File: src/rtl/serial_adder_if.sv
// Handshake bundle for serial_adder: operand request channel (in_*) and
// result response channel (out_*). The adder takes the slave side.
interface serial_adder_if #(
    parameter int unsigned WIDTH = 8
) ();
    logic             in_valid;
    logic             in_ready;
    logic [WIDTH-1:0] a;
    logic [WIDTH-1:0] b;
    logic             cin;
    logic             out_valid;
    logic             out_ready;
    logic [WIDTH-1:0] sum;
    logic             cout;

    modport master (
        output in_valid, a, b, cin, out_ready,
        input  in_ready, out_valid, sum, cout
    );

    modport slave (
        input  in_valid, a, b, cin, out_ready,
        output in_ready, out_valid, sum, cout
    );
endinterface

File: src/rtl/serial_adder.sv
// Bit-serial adder: one full-adder cell processes one operand bit pair per
// clock, LSB first, with the carry held in a register between cycles.
// Result is (a + b + cin) split into a WIDTH-bit sum and a carry-out.

// 1-bit full-adder cell shared by the serial datapath.
module FullAdderCell (
    input  logic a,
    input  logic b,
    input  logic cin,
    output logic sum,
    output logic co
);
    // Pure combinational sum/carry of three bits.
    always_comb begin
        sum = a ^ b ^ cin;
        co  = (a & b) | (a & cin) | (b & cin);
    end
endmodule

module serial_adder #(
    parameter int unsigned WIDTH = 8
) (
    input logic           clk,
    input logic           rst_n,
    serial_adder_if.slave bus
);
    localparam int unsigned    CW   = $clog2(WIDTH + 1);
    localparam logic [CW-1:0]  LAST = CW'(WIDTH - 1);

    if (WIDTH < 1 || WIDTH > 64) begin : g_width_check
        $error("serial_adder: WIDTH must be in 1..64");
    end

    typedef enum logic [1:0] {
        IDLE,
        SHIFT,
        DONE
    } state_e;

    state_e           state_q;
    logic [WIDTH-1:0] a_sr_q;
    logic [WIDTH-1:0] b_sr_q;
    logic [WIDTH-1:0] s_sr_q;
    logic [WIDTH-1:0] s_sr_d;
    logic             carry_q;
    logic [CW-1:0]    cnt_q;
    logic             in_ready_q;
    logic             out_valid_q;

    logic             fa_sum;
    logic             fa_co;

    FullAdderCell u_fa (
        .a   (a_sr_q[0]),
        .b   (b_sr_q[0]),
        .cin (carry_q),
        .sum (fa_sum),
        .co  (fa_co)
    );

    // New sum bit enters at the MSB so that after WIDTH shifts bit 0 holds the LSB.
    if (WIDTH == 1) begin : g_s_w1
        always_comb s_sr_d = fa_sum;
    end else begin : g_s_wn
        always_comb s_sr_d = {fa_sum, s_sr_q[WIDTH-1:1]};
    end

    // Control FSM and datapath registers; handshake outputs are registered.
    always_ff @(posedge clk) begin
        if (!rst_n) begin
            state_q     <= IDLE;
            in_ready_q  <= 1'b1;
            out_valid_q <= 1'b0;
            a_sr_q      <= '0;
            b_sr_q      <= '0;
            s_sr_q      <= '0;
            carry_q     <= 1'b0;
            cnt_q       <= '0;
        end else begin
            case (state_q)
                IDLE: begin
                    if (bus.in_valid) begin
                        a_sr_q     <= bus.a;
                        b_sr_q     <= bus.b;
                        carry_q    <= bus.cin;
                        cnt_q      <= '0;
                        in_ready_q <= 1'b0;
                        state_q    <= SHIFT;
                    end
                end
                SHIFT: begin
                    s_sr_q  <= s_sr_d;
                    a_sr_q  <= a_sr_q >> 1;
                    b_sr_q  <= b_sr_q >> 1;
                    carry_q <= fa_co;
                    // Counter holds on the last bit so it never passes WIDTH-1.
                    if (cnt_q == LAST) begin
                        out_valid_q <= 1'b1;
                        state_q     <= DONE;
                    end else begin
                        cnt_q <= cnt_q + CW'(1);
                    end
                end
                DONE: begin
                    if (bus.out_ready) begin
                        out_valid_q <= 1'b0;
                        in_ready_q  <= 1'b1;
                        state_q     <= IDLE;
                    end
                end
                default: begin
                    state_q     <= IDLE;
                    in_ready_q  <= 1'b1;
                    out_valid_q <= 1'b0;
                end
            endcase
        end
    end

    assign bus.in_ready  = in_ready_q;
    assign bus.out_valid = out_valid_q;
    assign bus.sum       = s_sr_q;
    assign bus.cout      = carry_q;

    // Both channels are never open at once, and the bit counter stays in range.
    a_no_overlap : assert property (@(posedge clk) disable iff (!rst_n)
        !(in_ready_q && out_valid_q));
    a_cnt_range : assert property (@(posedge clk) disable iff (!rst_n)
        cnt_q <= LAST);
endmodule

File: src/flat_wrapper.sv
// flat-port wrapper written by rule: the top's interface ports become plain ports
module serial_adder_flat 
#(
    parameter int unsigned WIDTH = 8
)
  (clk, rst_n, bus_in_valid, bus_a, bus_b, bus_cin, bus_out_ready, bus_in_ready, bus_out_valid, bus_sum, bus_cout);
  serial_adder_if #(.WIDTH(WIDTH)) bus_i ();
  input logic clk;
  input logic rst_n;
  input wire logic [$bits(bus_i.in_valid)-1:0] bus_in_valid;
  input wire logic [$bits(bus_i.a)-1:0] bus_a;
  input wire logic [$bits(bus_i.b)-1:0] bus_b;
  input wire logic [$bits(bus_i.cin)-1:0] bus_cin;
  input wire logic [$bits(bus_i.out_ready)-1:0] bus_out_ready;
  output wire logic [$bits(bus_i.in_ready)-1:0] bus_in_ready;
  output wire logic [$bits(bus_i.out_valid)-1:0] bus_out_valid;
  output wire logic [$bits(bus_i.sum)-1:0] bus_sum;
  output wire logic [$bits(bus_i.cout)-1:0] bus_cout;
  assign bus_i.in_valid = bus_in_valid;
  assign bus_i.a = bus_a;
  assign bus_i.b = bus_b;
  assign bus_i.cin = bus_cin;
  assign bus_i.out_ready = bus_out_ready;
  assign bus_in_ready = bus_i.in_ready;
  assign bus_out_valid = bus_i.out_valid;
  assign bus_sum = bus_i.sum;
  assign bus_cout = bus_i.cout;
  serial_adder #(.WIDTH(WIDTH)) u_core (.clk(clk), .rst_n(rst_n), .bus(bus_i));
endmodule
File: config.mk
export PLATFORM = sky130hd
export DESIGN_NAME = serial_adder_flat
export DESIGN_NICKNAME = d
export VERILOG_FILES = /design/src/rtl/serial_adder_if.sv /design/src/rtl/serial_adder.sv /design/src/flat_wrapper.sv
export SDC_FILE = /design/constraint.sdc
export NUM_CORES = 1
export LEC_CHECK = 0
export ABC_AREA = 1
export CORE_MARGIN = 3
export CORE_UTILIZATION = 40
export CTS_CLUSTER_DIAMETER = 200
export DETAILED_ROUTE_END_ITERATION = 8
export PLACE_DENSITY = 0.66
export SLEW_MARGIN = 0
export SYNTH_ARGS = -nofsm -noshare
export SYNTH_HDL_FRONTEND = slang
export SYNTH_SLANG_ARGS = --single-unit
File: constraint.sdc
create_clock -name clk -period 3.6 [get_ports clk]
set_input_delay 0.72 -clock clk [delete_from_list [all_inputs] [get_ports clk]]
set_output_delay 0.72 -clock clk [all_outputs]
set_load 0.01 [all_outputs]
Yosys cells after proc, flatten, opt, wreduce, memory -nomap -nowiden:

Index checks and enable logic that the tools add are counted.
W data, S select, Z words.

* output and inout port bits: 11
* bits in registers: 33
* input bits: 21

* reduce and logical (&&, ||, !) cells: 7
* add/sub/neg operators: 1
* equal/unequal tests: 7
* muxes and demuxes: 19
* bitwise logic cells: 9

Operators by type and width (count)
* $pmux W8 S2: 2
* $mux W8: 2
* $reduce_and A3 Y1: 4
* $mux W4: 2
* $pmux W4 S2: 1
* $mux W2: 3
* $ne A2 B2 Y1 const B: 3
* $pmux W1 S3: 2
* $pmux W2 S3: 1
* $mux W1: 5
* $add A4 B1 Y4 const B: 1
* $eq A4 B3 Y1 const B: 1
* $and A1 B1 Y1: 3
* $eq A2 B1 Y1 const B: 1
* $eq A2 B2 Y1 const B: 1
* $logic_not A2 Y1: 1
* $ne A2 B1 Y1 const B: 1
* $not A1 Y1: 2
* $or A1 B1 Y1: 2
* $pmux W1 S2: 1
* $reduce_and A2 Y1: 1
* $reduce_bool A2 Y1: 1
* $xor A1 B1 Y1: 2

Depth between registers and ports, before layout:

* depth after elaboration: 4
* depth in mapped cells: 8
* gate-level depth less buffers: 7

Hierarchy:

From an unflattened synthesis, not the netlist that was laid out.

* cells, all modules: 214
* area, all modules: 1497.7 um^2

By module, submodules not included
* serial_adder: cells each 213, area an instance 1477.7 um^2, instances 1, sequential area each 660.6 um^2
* FullAdderCell: cells each 1, area an instance 20.0 um^2, instances 1, sequential area each 0.0 um^2

Least setup slack after synthesis:

No wires, ideal clock.

* path type: in2reg
* start: in bus_in_valid
* end: reg u_core.a_sr_q[5]
* stages: 5
* arrival: 1.220 ns
* required time: 3.484 ns
* path buffers: 1
* library setup time: 0.116 ns
* path slack: 2.264 ns
* cells stage by stage: nand2_4 > nand2_8 > buf_4 > o21ai_0 > nor2_1

* word-level cells in the longest chain between the ends: 2

RTL lines
* start, declared: line flat_wrapper.sv:10 `input wire logic [$bits(bus_i.in_valid)-1:0] bus_in_valid;`
* $ne A2 B2 Y1 (no line)
* $reduce_and A2 Y1 (no line)
* end signal, assigned: line serial_adder.sv:83 `a_sr_q <= bus.a;`
* end signal, assigned: line serial_adder.sv:93 `a_sr_q <= a_sr_q >> 1;`
* end, declared: line serial_adder.sv:41 `logic [WIDTH-1:0] a_sr_q;`

Every way passes these cells.
A chain may end at the register's enable or synchronous reset.

Worst setup path after layout:

* start: reg u_core.carry_q, in the netlist u_core.bus.cout
* end: out bus_cout

RTL lines
* start, declared: line serial_adder.sv:45 `logic carry_q;`
* start signal, assigned: line serial_adder.sv:85 `carry_q <= bus.cin;`
* start signal, assigned: line serial_adder.sv:95 `carry_q <= fa_co;`
* end, declared: line flat_wrapper.sv:18 `output wire logic [$bits(bus_i.cout)-1:0] bus_cout;`

No word-level cell between the ends.

==> report_table.html <==
<table>
<tr><th>Metric</th><th>Value</th></tr>
<tr><th colspan="2">Worst setup path</th></tr>
<tr><td>Slowest cell on the critical path</td><td>sky130_fd_sc_hd__clkdlybuf4s50_1</td></tr>
<tr><td>Kind of cell adding the most delay to the critical path</td><td>buffers and inverters</td></tr>
<tr><td>Arrival time reported for the critical path endpoint</td><td>1240 ps</td></tr>
<tr><td>CP Capture Type</td><td>output port</td></tr>
<tr><td>Crit path buffers/inverters</td><td>1</td></tr>
<tr><td>Element type at the critical path start</td><td>register</td></tr>
<tr><td>Critical Path Fanout Max</td><td>3</td></tr>
<tr><td>Crit-path cells</td><td>clkdlybuf4s50_1</td></tr>
<tr><td>Slowest Stage Delay on Critical Path</td><td>560 ps</td></tr>
<tr><td>Required time of the critical path</td><td>2880 ps</td></tr>
<tr><td>Worst Setup Path Type</td><td>register to output port</td></tr>
<tr><th colspan="2">Die</th></tr>
<tr><td>Height of the die</td><td>67.0 um</td></tr>
<tr><td>Initial Utilization</td><td>42.9%</td></tr>
<tr><td>Placeable core region</td><td>approximately 3500 um^2</td></tr>
<tr><td>Die width</td><td>67.0 um</td></tr>
<tr><td>Total number of placement rows</td><td>21</td></tr>
<tr><td>Die Footprint</td><td>4490 um^2</td></tr>
<tr><td>Number of top-level pins</td><td>32</td></tr>
<tr><th colspan="2">Detailed routing</th></tr>
<tr><td>WL/cell</td><td>10.3 um</td></tr>
<tr><td>DRC</td><td>0</td></tr>
<tr><td>Remaining antenna violation count</td><td>0</td></tr>
<tr><td>Via Count</td><td>1340</td></tr>
<tr><td>First-pass DRT Iterations</td><td>4</td></tr>
<tr><td>Wire length after detailed routing</td><td>between 2000 and 3000 um</td></tr>
<tr><td>Detail-routed via count per cell</td><td>4.64</td></tr>
<tr><td>Iter 0 DRT Violations</td><td>96</td></tr>
<tr><th colspan="2">Timing</th></tr>
<tr><td>PnR worst setup slack</td><td>1640 ps</td></tr>
<tr><td>Final clock skew</td><td>3.81 ps</td></tr>
<tr><td>Share of the clock period used by the worst path after layout</td><td>54.4%</td></tr>
<tr><td>Normalized max-slew margin</td><td>between 40% and 50%</td></tr>
<tr><td>Setup TNS</td><td>0 ps</td></tr>
<tr><td>Number of slew-limit violations in the final report</td><td>0</td></tr>
<tr><td>RSZ-0062 raised after global routing</td><td>false</td></tr>
<tr><td>Total setup violations reported at the end of the flow</td><td>0</td></tr>
<tr><td>Highest achievable clock rate</td><td>0.510 GHz</td></tr>
<tr><td>Time the worst path needs with I/O delays and setup</td><td>around 2000 ps</td></tr>
<tr><td>Transition time at the pin with the least slew margin</td><td>811 ps</td></tr>
<tr><td>Endpoints failing hold</td><td>0</td></tr>
<tr><td>Final hold slack</td><td>449 ps</td></tr>
<tr><th colspan="2">Clock tree</th></tr>
<tr><td>Number of H-tree levels</td><td>2</td></tr>
<tr><td>Clock input transition at the sequential cells of the worst setup and hold paths</td><td>60 ps</td></tr>
<tr><td>Post-cts resize count</td><td>0</td></tr>
<tr><td>Clock tree from TritonCTS</td><td>done</td></tr>
<tr><td># Post-CTS Setup Buffers</td><td>0</td></tr>
<tr><td>Total number of clock tree sinks</td><td>33</td></tr>
<tr><td>Root Buffer Master</td><td>sky130_fd_sc_hd__clkbuf_8</td></tr>
<tr><td>Clock insertion delay at the later pin of the skew report</td><td>280 ps</td></tr>
<tr><td>Count of hold-fix buffers inserted at cts</td><td>0</td></tr>
<tr><td>CTS max path bufs</td><td>2</td></tr>
<tr><td>Total CTS buffers</td><td>5</td></tr>
<tr><th colspan="2">Synth</th></tr>
<tr><td>Mapped Area</td><td>around 1500 um^2</td></tr>
<tr><td>Cells after synthesis</td><td>approximately 210</td></tr>
<tr><td>Mean area per synthesized cell</td><td>7.02 um^2</td></tr>
<tr><td>Net count of the mapped netlist</td><td>235</td></tr>
<tr><td>Top cells by area in the synthesized netlist</td><td>sky130_fd_sc_hd__dfxtp_1 (44%), sky130_fd_sc_hd__nand2_1 (15%), sky130_fd_sc_hd__nor2_1 (12%)</td></tr>
<tr><td>Yosys top cell area share</td><td>44.4%</td></tr>
<tr><td>Sequential area share after synthesis</td><td>between 40 and 50%</td></tr>
<tr><td>Number of synthesis warnings</td><td>0</td></tr>
<tr><td>Post-synthesis register bit count</td><td>33</td></tr>
<tr><td>Unique masters post-synth</td><td>24</td></tr>
<tr><td>Synth area leader</td><td>sky130_fd_sc_hd__dfxtp_1</td></tr>
<tr><th colspan="2">Pwr</th></tr>
<tr><td>Power density cells</td><td>496 nW/um^2</td></tr>
<tr><td>Clk pwr share</td><td>31.7%</td></tr>
<tr><td>Cell-internal power</td><td>around 670 uW</td></tr>
<tr><td>Proportion of power drawn by flip-flops and latches</td><td>46.4%</td></tr>
<tr><td>VDD IR max</td><td>0.296 mV</td></tr>
<tr><td>Static leakage</td><td>0.862 nW</td></tr>
<tr><td>Switching share of power</td><td>between 20% and 30%</td></tr>
<tr><td>Power share of the combinational group</td><td>21.9%</td></tr>
<tr><td>Psw</td><td>271 uW</td></tr>
<tr><th colspan="2">Outcome</th></tr>
<tr><td>Result of the run</td><td>completed</td></tr>
<tr><th colspan="2">Placement</th></tr>
<tr><td>Port buffer count</td><td>31</td></tr>
<tr><td>Post-DP HPWL</td><td>1970 um</td></tr>
<tr><td>Setup Slack @ Placement</td><td>1340 ps</td></tr>
<tr><td>Routability-driven placement congestion ratio</td><td>a little over 0.7</td></tr>
<tr><td>Instance area after placement</td><td>1810 um^2</td></tr>
<tr><th colspan="2">Global routing</th></tr>
<tr><td>Fraction of met2 tracks used by global routing</td><td>about a quarter</td></tr>
<tr><td>Met1 layer usage reported by global route</td><td>18.5%</td></tr>
<tr><td>Gr usage total</td><td>15.2%</td></tr>
<tr><td>Vias in the first global route</td><td>1196</td></tr>
<tr><td>Global-route wire length before repair</td><td>5200 um</td></tr>
<tr><td>Most crowded layer after global routing</td><td>met2</td></tr>
<tr><td>Largest net degree at the start of global routing</td><td>29</td></tr>
<tr><td>Number of antenna violations at the first check in global routing</td><td>0</td></tr>
<tr><td>M3 GR Usage</td><td>4.22%</td></tr>
<tr><td>Total global routing overflow</td><td>0</td></tr>
<tr><th colspan="2">Layout</th></tr>
<tr><td>Most common cell after layout, fill and taps aside</td><td>sky130_fd_sc_hd__nand2_1</td></tr>
<tr><td>Share of layout cells above drive strength 1</td><td>between 6 and 7%</td></tr>
<tr><td>Footprint of the multi-input gates</td><td>727 um^2</td></tr>
<tr><td>Final standard cell area without fillers</td><td>1910 um^2</td></tr>
<tr><td>Total area of sequential cells</td><td>approximately 660 um^2</td></tr>
<tr><td>Final antenna diode count</td><td>0</td></tr>
<tr><td>Final layout net count</td><td>about 270</td></tr>
<tr><td>Number of filler instances in the final layout</td><td>350</td></tr>
<tr><td>Synth-to-Final Area Change</td><td>28.1%</td></tr>
<tr><td>Most used cells in the layout excluding fill and tap cells</td><td>sky130_fd_sc_hd__nand2_1 (59), sky130_fd_sc_hd__nor2_1 (48), sky130_fd_sc_hd__dfxtp_1 (33), sky130_fd_sc_hd__clkdlybuf4s50_1 (31), sky130_fd_sc_hd__o21ai_0 (21)</td></tr>
<tr><th colspan="2">Job</th></tr>
<tr><td>Maxcap violations</td><td>0</td></tr>
<tr><th colspan="2">Hold path</th></tr>
<tr><td>Worst hold path class</td><td>register to register</td></tr>
</table>
power groups by stage:
stage	sequential [mW]	clock, mW	combinational (mW)
3_5_place_dp	0.446	0	0.209
6_report	0.439	0.300	0.207
5_1_grt	0.444	0.323	0.238
4_1_cts	0.439	0.308	0.210
2_1_floorplan	0.447	0	0.137
3_3_place_gp	0.446	0	0.208
final cells by class:
cell class / instances / share of cell area, %
clock inverter: 1 / 0.262
multi-input combinational: 159 / 38.1
sequential: 33 / 34.6
timing repair buffer: 31 / 16.3
inverter: 12 / 2.62
clock buffer: 7 / 5.05
tap: 46 / 3.02
routing by layer:
layer | wire length [um] | vias up
li1 | - | 733
met1 | 1470 | 572
met2 | 1320 | 30
met3 | 136 | 5
met4 | 49 | 0
met5 | 0 | -
path summary, 6_finish.rpt:
path | startpoint | to | slack, ps | cells past startpoint
max | u_core.bus.cout$_SDFFE_PN0P_ | bus_cout | 1640 | 1
min | u_core.bus.in_ready$_SDFFE_PN1P_ | u_core.bus.in_ready$_SDFFE_PN1P_ | 450 | 2
max reg2reg | u_core.state_q[0]$_SDFFE_PN0P_ | u_core.a_sr_q[2]$_SDFFE_PN0P_ | 1970 | 7
min reg2reg | u_core.bus.in_ready$_SDFFE_PN1P_ | u_core.bus.in_ready$_SDFFE_PN1P_ | 450 | 2
worst min-delay path, delay by kind of cell (launching register included):
kind / cells / cell delay (ps)
simple gates: 2 / 100
flops: 1 / 310
synth_stat cells:
library cell and n:
sky130_fd_sc_hd__dfxtp_1 33, sky130_fd_sc_hd__nor2_2 1, sky130_fd_sc_hd__buf_1 1, sky130_fd_sc_hd__nor2_1 48, sky130_fd_sc_hd__buf_2 2, sky130_fd_sc_hd__nand3_1 9, sky130_fd_sc_hd__clkbuf_1 1, sky130_fd_sc_hd__inv_2 1
sky130_fd_sc_hd__nor2_8 1, sky130_fd_sc_hd__nor3_1 1, sky130_fd_sc_hd__nand2_1 59, sky130_fd_sc_hd__nand2_8 1, sky130_fd_sc_hd__ha_1 1, sky130_fd_sc_hd__or2_2 1, sky130_fd_sc_hd__inv_4 2, sky130_fd_sc_hd__nand2_4 1
sky130_fd_sc_hd__fa_1 1, sky130_fd_sc_hd__a21oi_1 8, sky130_fd_sc_hd__buf_4 3, sky130_fd_sc_hd__buf_6 1, sky130_fd_sc_hd__inv_1 9, sky130_fd_sc_hd__nand4_1 3, sky130_fd_sc_hd__o21ai_0 21, sky130_fd_sc_hd__o21ai_1 3
per-stage QoR:
stage	std cells	power (mW)	util, %
after floorplan	212	0.584	-
after global placement	281	0.654	52.1
after detailed placement	281	0.655	52.1
after CTS	289	0.956	55.0
after global routing	289	1.01	55.0
final	289	0.945	55.0
state kept, by name (all words and copies together), names as in the netlist:
| register | flops |
|---|---|
| u_core.bus.sum | 8 |
| u_core.bus.out_valid | 1 |
| u_core.cnt_q | 4 |
| u_core.state_q | 2 |
| u_core.bus.in_ready | 1 |
| u_core.b_sr_q | 8 |
| u_core.bus.cout | 1 |
| u_core.a_sr_q | 8 |
logic make-up (layout without fill, tap and decap cells):
kind of cell / count (synthesis) / count (layout) / share of synthesized area [%]
compound gates: 32 / 32 / 10.8
fa+ha+maj: 2 / 2 / 2.18
buf+inv: 20 / 51 / 6.81
flops: 33 / 33 / 44.4
simple gates: 125 / 125 / 35.9
Note: power is estimated with default switching activity, not from simulation.
